[config.mk]
export PLATFORM = sky130hd
export DESIGN_NAME = sync_bank
export DESIGN_NICKNAME = d
export VERILOG_FILES = /design/src/rtl/sync_bank.sv
export SDC_FILE = /design/constraint.sdc
export NUM_CORES = 1
export LEC_CHECK = 0
export ABC_AREA = 1
export ABC_CLOCK_PERIOD_IN_PS = 1100
export BUFFER_PORTS_ARGS = -buffer_cell sky130_fd_sc_hd__clkbuf_2
export CAP_MARGIN = 10
export CORE_UTILIZATION = 40
export CTS_CLUSTER_SIZE = 40
export DETAILED_ROUTE_END_ITERATION = 10
export PLACE_DENSITY = 0.73
export SYNTH_ARGS = -nofsm -noshare
export SYNTH_HDL_FRONTEND = slang
export SYNTH_SLANG_ARGS = --single-unit
[constraint.sdc]
create_clock -name clk -period 1.1 [get_ports clk]
set_input_delay 0.11 -clock clk [delete_from_list [all_inputs] [get_ports clk]]
set_output_delay 0.11 -clock clk [all_outputs]
set_load 0.005 [all_outputs]
[src/rtl/sync_bank.sv]
// sync_bank: destination-domain synchroniser bank. It synchronises CHANNELS
// single-bit inputs, and each channel has its own output mode: level, rise,
// fall or any-edge. The block also terminates the receive half of a
// toggle-handshake bus crossing and keeps a sticky overrun flag for requests
// that arrive while a transfer is still in progress.
module sync_bank #(
  parameter int CHANNELS = 4,
  parameter int STAGES   = 2,
  parameter int DATABITS = 24
) (
  input  logic                  clk,
  input  logic                  rst,
  input  logic [CHANNELS-1:0]   async_in,
  input  logic [2*CHANNELS-1:0] mode_in,
  output logic [CHANNELS-1:0]   sync_out,
  input  logic                  req_toggle_in,
  input  logic [DATABITS-1:0]   data_in,
  output logic                  ack_toggle_out,
  output logic [DATABITS-1:0]   data_out,
  output logic                  valid_out,
  output logic                  overrun_out
);

  localparam logic [1:0] MODE_LEVEL = 2'b00;
  localparam logic [1:0] MODE_RISE  = 2'b01;
  localparam logic [1:0] MODE_FALL  = 2'b10;
  localparam logic [1:0] MODE_ANY   = 2'b11;

  if (CHANNELS < 1 || CHANNELS > 32) begin : g_bad_channels
    $error("sync_bank: CHANNELS=%0d outside 1..32", CHANNELS);
  end
  if (STAGES < 2 || STAGES > 4) begin : g_bad_stages
    $error("sync_bank: STAGES=%0d outside 2..4", STAGES);
  end
  if (DATABITS < 1 || DATABITS > 64) begin : g_bad_databits
    $error("sync_bank: DATABITS=%0d outside 1..64", DATABITS);
  end

  // Selects the per-channel result from the synchronised level and its
  // one-cycle-delayed copy.
  function automatic logic edge_select(input logic [1:0] mode,
                                       input logic       last,
                                       input logic       prev);
    logic res;
    case (mode)
      MODE_LEVEL: res = last;
      MODE_RISE:  res = last & ~prev;
      MODE_FALL:  res = ~last & prev;
      MODE_ANY:   res = last ^ prev;
      default:    res = last;
    endcase
    return res;
  endfunction

  typedef enum logic [1:0] {
    IDLE    = 2'd0,
    CAPTURE = 2'd1,
    ACK     = 2'd2
  } state_t;

  // Bit 0 of each chain is the first flop, which samples the async input.
  // Bit STAGES-1 is the synchronised level.
  logic [CHANNELS-1:0][STAGES-1:0] chan_sync_p0;
  logic [CHANNELS-1:0]             chan_prev_p1;
  logic [STAGES-1:0]               req_sync_p0;
  logic                            req_prev_p1;
  logic                            req_last;
  logic                            req_seen;
  state_t                          state;

  assign req_last = req_sync_p0[STAGES-1];
  assign req_seen = req_last ^ req_prev_p1;

  // Channel synchronisers, delayed copies and mode-selected output registers.
  always_ff @(posedge clk) begin
    if (rst) begin
      chan_sync_p0 <= '0;
      chan_prev_p1 <= '0;
      sync_out     <= '0;
    end else begin
      for (int i = 0; i < CHANNELS; i++) begin
        chan_sync_p0[i] <= {chan_sync_p0[i][STAGES-2:0], async_in[i]};
        // The delayed copy is kept regardless of mode. A mode change
        // therefore only alters what is selected and never alters the
        // chain state.
        chan_prev_p1[i] <= chan_sync_p0[i][STAGES-1];
        sync_out[i]     <= edge_select(mode_in[2*i +: 2],
                                       chan_sync_p0[i][STAGES-1],
                                       chan_prev_p1[i]);
      end
    end
  end

  // Request toggle synchroniser and its edge-detect history.
  always_ff @(posedge clk) begin
    if (rst) begin
      req_sync_p0 <= '0;
      req_prev_p1 <= 1'b0;
    end else begin
      req_sync_p0 <= {req_sync_p0[STAGES-2:0], req_toggle_in};
      req_prev_p1 <= req_last;
    end
  end

  // Handshake FSM: capture the bus, pulse valid, then return the ack toggle.
  // A request seen mid-transfer is dropped and latched as an overrun.
  always_ff @(posedge clk) begin
    if (rst) begin
      state          <= IDLE;
      data_out       <= '0;
      valid_out      <= 1'b0;
      ack_toggle_out <= 1'b0;
      overrun_out    <= 1'b0;
    end else begin
      case (state)
        IDLE: begin
          valid_out <= 1'b0;
          if (req_seen) begin
            state <= CAPTURE;
          end
        end
        CAPTURE: begin
          // The source holds data_in stable until it sees the ack, so the
          // bus is settled by the time the request has crossed.
          data_out  <= data_in;
          valid_out <= 1'b1;
          state     <= ACK;
          if (req_seen) begin
            overrun_out <= 1'b1;
          end
        end
        ACK: begin
          ack_toggle_out <= ~ack_toggle_out;
          valid_out      <= 1'b0;
          state          <= IDLE;
          if (req_seen) begin
            overrun_out <= 1'b1;
          end
        end
        default: begin
          valid_out <= 1'b0;
          state     <= IDLE;
        end
      endcase
    end
  end

endmodule

Word level (Yosys, flattened, before mapping) --
Cells that the tools add are included.
Storage, ports and cells: word-level logic and storage cells 64, output and inout port bits 31, register bits after elaboration 48, bits of input ports 39
Operators by class: multiplexer cells 7, equal/unequal tests 15, bitwise operators 22, reductions and logical operators 7
Operator list (count):
- 2-bit equality test (second input constant) | 9
- 1-bit one-hot mux with 4 select lines | 4
- 2-bit by 1-bit equality test with 1-bit output (second input constant) | 5
- 2-bit zero test | 5
- 1-bit NOT | 9
- 1-bit AND | 8
- 1-bit XOR | 5
- 2-bit one-hot mux with 2 select lines | 1
- 2-bit 2-to-1 mux | 1
- 2-bit inequality test (second input constant) | 1
- 2-bit AND reduction | 1
- 2-bit OR reduction | 1
- 1-bit 2-to-1 mux | 1

Depth between registers and ports, before layout --
Gate-level depths: netlist of the first run.
depth in word-level cells 3, depth in mapped cells 6, depth with buffers taken out 6

Worst setup path before layout of the first run --
Ideal clock, no wire load.
path type register to register, start register state[1], end register data_out[16], period minus slack after synthesis 1.100 ns, data required time 0.984 ns, path buffers 1, cell stages (with the launch flop) 7, slack 0.000 ns, arrival time 0.984 ns, setup time 0.116 ns, path through dfxtp_1 -> inv_1 -> ha_1 -> inv_2 -> buf_6 -> nor2_1 -> nor2_1
On the way: longest elaborated chain between the ends 1
Ends and longest elaborated chain:
- start, declared | RTL line 69 | state_t state;
- start signal, assigned | RTL line 109 | state <= IDLE;
- start signal, assigned | RTL line 119 | state <= CAPTURE;
- start signal, assigned | RTL line 127 | state <= ACK;
- 2-bit by 1-bit equality test with 1-bit output | RTL line 115 | case (state)
- end signal, assigned | RTL line 125 | data_out <= data_in;
- end, declared | RTL line 19 | output logic [DATABITS-1:0] data_out,
Every way passes these cells. A chain may end at the register's enable or synchronous reset.

Worst setup path in the final report of the first run --
start register chan_sync_p0[5] (netlist name), end register sync_out[2]
On the way: longest elaborated chain between the ends 3, elaborated cells on any way between the ends 5, those cells by class 1 x mux; 4 x bitwise
Ends and longest elaborated chain:
- start, declared | RTL line 63 | logic [CHANNELS-1:0][STAGES-1:0] chan_sync_p0;
- start signal, assigned by index | RTL line 82 | chan_sync_p0[i] <= {chan_sync_p0[i][STAGES-2:0], async_in[i]};
- 1-bit NOT | RTL line 48 | MODE_FALL: res = ~last & prev;
- 1-bit AND | RTL line 48
- 1-bit one-hot mux with 4 select lines * | RTL line 45 | case (mode)
- end signal, assigned by index | RTL line 87 | sync_out[i] <= edge_select(mode_in[2*i +: 2],
- end, declared | RTL line 15 | output logic [CHANNELS-1:0] sync_out,
Mark *: on every way between the ends. The rest lies on a longest branch, timed or not.

==> qor.txt, run 1 <==
Status: complete, but fails checks
Failing checks: DRC
Htree depth: 2
First drt pass iteration count: 10
N_diodes: 0
Worst-path cell chain: inv_1 -> ha_1 -> or2_4 -> a21oi_2
Antenna violations before repair: 0
Fin nets: 374
Setup total negative slack: 0 ns
Netlist cell types: 17
Post-synthesis area per instance: 7.96 µm²
Crit-path max cell delay: 0.33 ns
Final core utilization: 57.4%
Setup crit end kind: register
Setup CP Type: register to register
Pins Over Slew Limit: 0
Starting DRC count in detailed routing: 45
Die area: 5040 µm²
DP Wirelength: 2490 µm
Hold WS: 0.0114 ns
Commonest cells after routing, fill and taps aside: 69 x clkbuf_2, 65 x nor2_1, 42 x dfxtp_1
PD cells: 2030 nW/µm²
Crit-path slowest cell: dfxtp_2
Layout cells sized above 1: 35.8%
Crit path max-delay family: flip-flops
Drt wl/cell: 9.69 µm
Seq/Total Area, Yosys: 50.5%
Dpl cells: 364
Mapped Area: 1900 µm²
Io pins: 70
Yosys warns: 0
Horiz. Die Dim: 71.0 µm
Max Buffers Root-to-Sink: 2
CTS tree: built
Cells after synthesis: 239
Crit path launch type: register
Root Buffer: clkbuf_8
Port-buffer cells: 69
Total CTS buffers: 5
DR vias: 1,644
Endpoints failing setup: 0
Critical path buffers and inverters: 1
Grt ovf: 0
RePlAce Congestion: 0.727
Endpoints failing hold: 0
Row count: 24
Die Height: 71.0 µm
Total wire length: 3620 µm
First-pass GRT wire length: 5800 µm
Max_cap viols: 0
R2R Path Start: chan_sync_p0[5]$_SDFF_PP0_
HP Class: primary input to register
Worst-Margin Slew: 0.267 ns
Worst-path fanout max: 2
Starting Density: 42.5%
Reg clk slew, reported paths: 0.08 ns
Max Fclk: 0.950 GHz
Area Growth Syn to Fin: 35.0%
Arrival time worst endpoint: 1.28 ns
Worst-Skew Late Latency: 0.28 ns
Leak: 1.31 nW
GRT Util Overall: 14.6%
Vias per cell: 4.41
Seq cells post-synth: 48
Final period util: 95.7%
CP required: 1.33 ns
Layout Cells excl Fill: 373
Syn Nets: 290
Clock Skews: 0.00256 ns
Core ar.: 4470 µm²
Slew headroom: 82.2%
Largest net degree at the start of global routing: 31
Leading cell type in the layout, fill and taps excluded: clkbuf_2
Setup crit start: chan_sync_p0[5]$_SDFF_PP0_
Worst slack at placement: -0.0296 ns
Vias in the first global route: 1,442
Max VDD drop: 0.00122 V
Hold_sp: async_in[1]
Tmin final: 1.05 ns
Number of remaining DRC errors: 5
Routed Antenna Nets: 0
Final worst slack: 0.0475 ns
Sink Count: 48
kinds of logic after synthesis:
| family | count (synthesis) | share of synthesized area (%) |
|---|---|---|
| simple gates | 100 | 21.0 |
| compound gates | 33 | 8.68 |
| flops | 48 | 50.5 |
| buf+inv | 45 | 11.4 |
| xor+xnor | 1 | 0.460 |
| fa+ha+maj | 12 | 7.89 |
where the power goes:
part,switching (mW),leakage [nW],total (mW),internal [mW]
combinational,0.942,0.876,1.88,0.935
clock,0.508,0.0359,0.919,0.411
sequential,0.223,0.397,2.42,2.20
per-layer routing:
| layer | vias up | GRT usage [%] | wire length [µm] |
|---|---|---|---|
| met5 | - | 0 | 0 |
| met4 | 0 | 6.67 | 40 |
| met3 | 2 | 4.27 | 195 |
| met2 | 39 | 25.2 | 1700 |
| met1 | 717 | 16.7 | 1680 |
| li1 | 886 | - | - |
area by class of cell:
type / instances / area [µm²]
Fill cell: 427 / 1900
Sequential cell: 48 / 968
Multi-Input combinational cell: 146 / 821
Timing Repair Buffer: 86 / 509
Inverter: 36 / 138
Clock buffer: 5 / 68.8
Tap cell: 52 / 65.1
metrics by stage:
step | cell area [µm²] | power [mW]
2_1_floorplan | 1900 | 3.39
3_3_place_gp | 2360 | 4.11
3_5_place_dp | 2360 | 4.14
4_1_cts | 2470 | 5.09
5_1_grt | 2570 | 5.64
6_report | 2570 | 5.22
Yosys cell counts, drive strengths merged:
master / number / area (µm²)
a21oi: 9 / 45.0
buf: 9 / 80.1
dfxtp: 48 / 961
ha: 12 / 150
inv: 36 / 138
nand2: 21 / 78.8
nand3: 8 / 40.0
nor2: 67 / 256
o21ai: 24 / 120
or2: 4 / 25.0
xnor2: 1 / 8.76
final timing paths:
kind / slack (ns) / to / depth (start not counted)
max reg2reg: 0.05 / sync_out[2]$_SDFF_PP0_ / 4
max: 0.05 / sync_out[2]$_SDFF_PP0_ / 4
min: 0.01 / chan_sync_p0[2]$_SDFF_PP0_ / 3
min reg2reg: 0.40 / chan_sync_p0[3]$_SDFF_PP0_ / 2
sequential cells by signal, indices dropped and copies added (netlist names):
signal and cells:
ack_toggle_out 1, chan_prev_p1 4, chan_sync_p0 8, data_out 24, overrun_out 1, req_prev_p1 1, req_sync_p0 2, state 2
sync_out 4, valid_out 1
tightest hold or removal path, stage by stage:
cell and delay, ns:
clkbuf_2 0.08, inv_1 0.04, nor2_1 0.03
repair_timing:
| item | CTS | global route |
|---|---|---|
| pin swaps | 5 | 5 |
| endpoints found under the setup margin | 26 | 31 |
| hold buffers | 3 | 0 |
| buffers inserted | 0 | 1 |
| gates resized for setup | 10 | 21 |
| hold endpoints to repair | 3 | 0 |
Note: power is estimated with default switching activity, not from simulation.
==> inputs of run 2 (changes only) <==
--- a/config.mk
+++ b/config.mk
@@ -9,6 +9,7 @@
 export ABC_CLOCK_PERIOD_IN_PS = 1100
 export BUFFER_PORTS_ARGS = -buffer_cell sky130_fd_sc_hd__clkbuf_2
 export CAP_MARGIN = 10
+export CORE_ASPECT_RATIO = 2
 export CORE_UTILIZATION = 40
 export CTS_CLUSTER_SIZE = 40
 export DETAILED_ROUTE_END_ITERATION = 10
==> run 2 against run 1 <==
The flow now finishes without violations. Worst hold slack better by 0.016 ns. Fmax down 0.32%. Combinational power rose by 4%. Critical endpoint is now overrun_out$_SDFFE_PP0P_. Cell count up 2.1%. Sequential share of layout area down 1.3 points.
==> qor.txt, run 2 (synthesis results as in run 1) <==
Status: finished, final reports clean
CTS tree: built
First-pass GRT wire length: 6530 µm (+12%)
Biggest register: data_out
Endpoints failing hold: 0 (unchanged)
HP Class: primary input to register
Sw frac: 32.0% (-0.096 points)
CP required: 1.34 ns (about the same)
Leading cell type in the layout, fill and taps excluded: clkbuf_2
Worst-Margin Slew: 0.274 ns (+0.00713 ns)
Leak: 1.34 nW (+2.6%)
RR Endpoint: overrun_out$_SDFFE_PP0P_
DP Wirelength: 2810 µm (+13%)
Post-route cell area: 2660 µm² (+3.6%)
Antenna violations before repair: 0 (unchanged)
Row count: 35 (+46%)
Setup crit start: state[1]$_SDFFE_PP0P_
Starting Density: 41.4% (-1.1 points)
Clock power share: 22.5% (+4.9 points)
Htree depth: 2 (unchanged)
Io pins: 70 (unchanged)
Worst slack at placement: -0.0733 ns (-0.0437 ns)
Worst-Skew Late Latency: 0.30 ns (+0.02 ns)
RePlAce Congestion: 0.746 (+2.6%)
First drt pass iteration count: 4 (-6)
Gate power share: 34.5% (-1.5 points)
Arrival time worst endpoint: 1.30 ns (+0.02 ns)
Worst-path fanout max: 3 (+1)
Setup CP Type: register to register
DR vias: 1,729 (+5.2%)
Drt wl/cell: 10.6 µm (+9.7%)
Vias in the first global route: 1,586 (+10%)
Pins Over Slew Limit: 0 (unchanged)
Die Height: 99.5 µm (+40%)
PD cells: 2140 nW/µm² (+5.2%)
Total wire length: 4050 µm (+12%)
Starting DRC count in detailed routing: 34 (-24%)
Slew headroom: 81.7% (-0.48 points)
R2R Path Start: state[1]$_SDFFE_PP0P_
Core ar.: 4600 µm² (+2.8%)
Vias per cell: 4.54 (+3.0%)
Port-buffer cells: 69 (unchanged)
N_diodes: 0 (unchanged)
Reg power frac: 42.9% (-3.5 points)
Crit path launch type: register
Area Growth Syn to Fin: 39.9%
Fin nets: 376 (+0.53%)
Internal power: 3.87 mW (+9.1%)
Setup crit end kind: register
Critical Path Sink: overrun_out$_SDFFE_PP0P_
RSZ-0062 raised after global routing: false
Max VDD drop: 0.00141 V (+16%)
Max Fclk: 0.947 GHz (-0.32%)
Endpoints failing setup: 0 (unchanged)
Reg clk slew, reported paths: 0.09 ns (about the same)
Layout cells sized above 1: 37.4% (+1.6 points)
Tmin final: 1.06 ns (+0.00340 ns)
Final worst slack: 0.0441 ns (-0.00340 ns)
Die area: 5050 µm² (+0.34%)
Psw: 1.82 mW (+8.6%)
Final core utilization: 57.9% (+0.47 points)
Sink Count: 48 (unchanged)
Total CTS buffers: 5 (unchanged)
Largest net degree at the start of global routing: 31 (unchanged)
Max_cap viols: 0 (unchanged)
Total power: 5.69 mW (+9.0%)
Top flop regs: data_out: 24 flops, chan_sync_p0: 8 flops
Grt ovf: 0 (unchanged)
Max Buffers Root-to-Sink: 2 (unchanged)
Max reg flops: 24 (unchanged)
Routed Antenna Nets: 0 (unchanged)
Horiz. Die Dim: 50.8 µm (-28%)
Clock Skews: 0.00762 ns (+0.00506 ns)
Number of remaining DRC errors: 0 (-5)
Final period util: 96.0% (+0.31 points)
Commonest cells after routing, fill and taps aside: 69 x clkbuf_2, 65 x nor2_1, 42 x dfxtp_1
Root Buffer: clkbuf_8
Post-DP Area: 2340 µm² (-0.69%)
Reg2Reg Depth: 5 (+1)
R2R Setup Slk: 0.04 ns (about the same)
GRT Util Overall: 17.1% (+2.5 points)
==> run 2: cell count changes in the layout (fill, tap and decap cells not counted), moves of 2 or more <==
| cell | change |
|---|---|
| o21ai_0 | +2 |
| o21ai_1 | -2 |
| dlygate4sd3_1 | +2 |
| a21oi_2 | +2 |
| a21oi_1 | -2 |
==> run 2: power by group through the flow <==
stage	Clock (mW)	Sequential (mW)	Combinational [mW]
after global routing	1.41	2.50	2.20
after CTS	1.34	2.42	1.88
after detailed placement	0	2.45	1.67
final	1.28	2.44	1.96
after global placement	0	2.44	1.64
after floorplan	0	2.47	0.924
==> run 2: worst min-delay path by stage <==
stage	depth (start not counted)	to	from	slack, ns
6_report	3	data_out[23]$_SDFFE_PP0P_	data_in[23]	0.03
5_1_grt	3	data_out[15]$_SDFFE_PP0P_	data_in[15]	0.02
4_1_cts	3	data_out[1]$_SDFFE_PP0P_	data_in[1]	0.02
3_5_place_dp	3	req_sync_p0[0]$_SDFF_PP0_	req_toggle_in	0.31
3_3_place_gp	3	chan_sync_p0[6]$_SDFF_PP0_	async_in[3]	0.31
2_1_floorplan	2	chan_sync_p0[0]$_SDFF_PP0_	async_in[0]	0.22
==> run 2: per-stage QoR <==
stage / hold WS [ns] / TNS, ns / std cells
2_1_floorplan: 0.217 / 0 / 239
3_3_place_gp: 0.310 / 0 / 366
3_5_place_dp: 0.307 / -0.209 / 366
4_1_cts: 0.0202 / 0 / 381
5_1_grt: 0.0198 / 0 / 381
6_report: 0.0270 / 0 / 381
==> run 2: cell type report <==
class,count,area [µm²]
inverters,36,140
fillers,463,1940
repair buffers,88,537
multi-input cells,146,833
well taps,55,68.8
clock buffers,5,68.8
flip-flops and latches,48,968
clock inverters,3,46.3
==> run 2: layer usage <==
metal  up-vias  GRT usage, %  routed length (µm)
li1        893             -                   -
met1       782          16.4                1570
met2        45          32.5                2220
met3         9          4.13                 171
met4         0          7.91                  92
met5         -             0                   0
==> run 2: worst max-delay path, cell delays in order (launching register included) <==
cell,delay (ns)
dfxtp_2,0.34
inv_2,0.05
buf_4,0.14
ha_4,0.26
nand3_2,0.08
a21oi_2,0.13
==> run 2: timing repair <==
item,4_1_cts,5_1_grt
gates resized for setup,16,18
pin swaps,5,6
setup endpoints to repair,18,31
endpoints found under the hold margin,5,0
cloned,1,0
buffers inserted,1,0
hold buffers,5,0
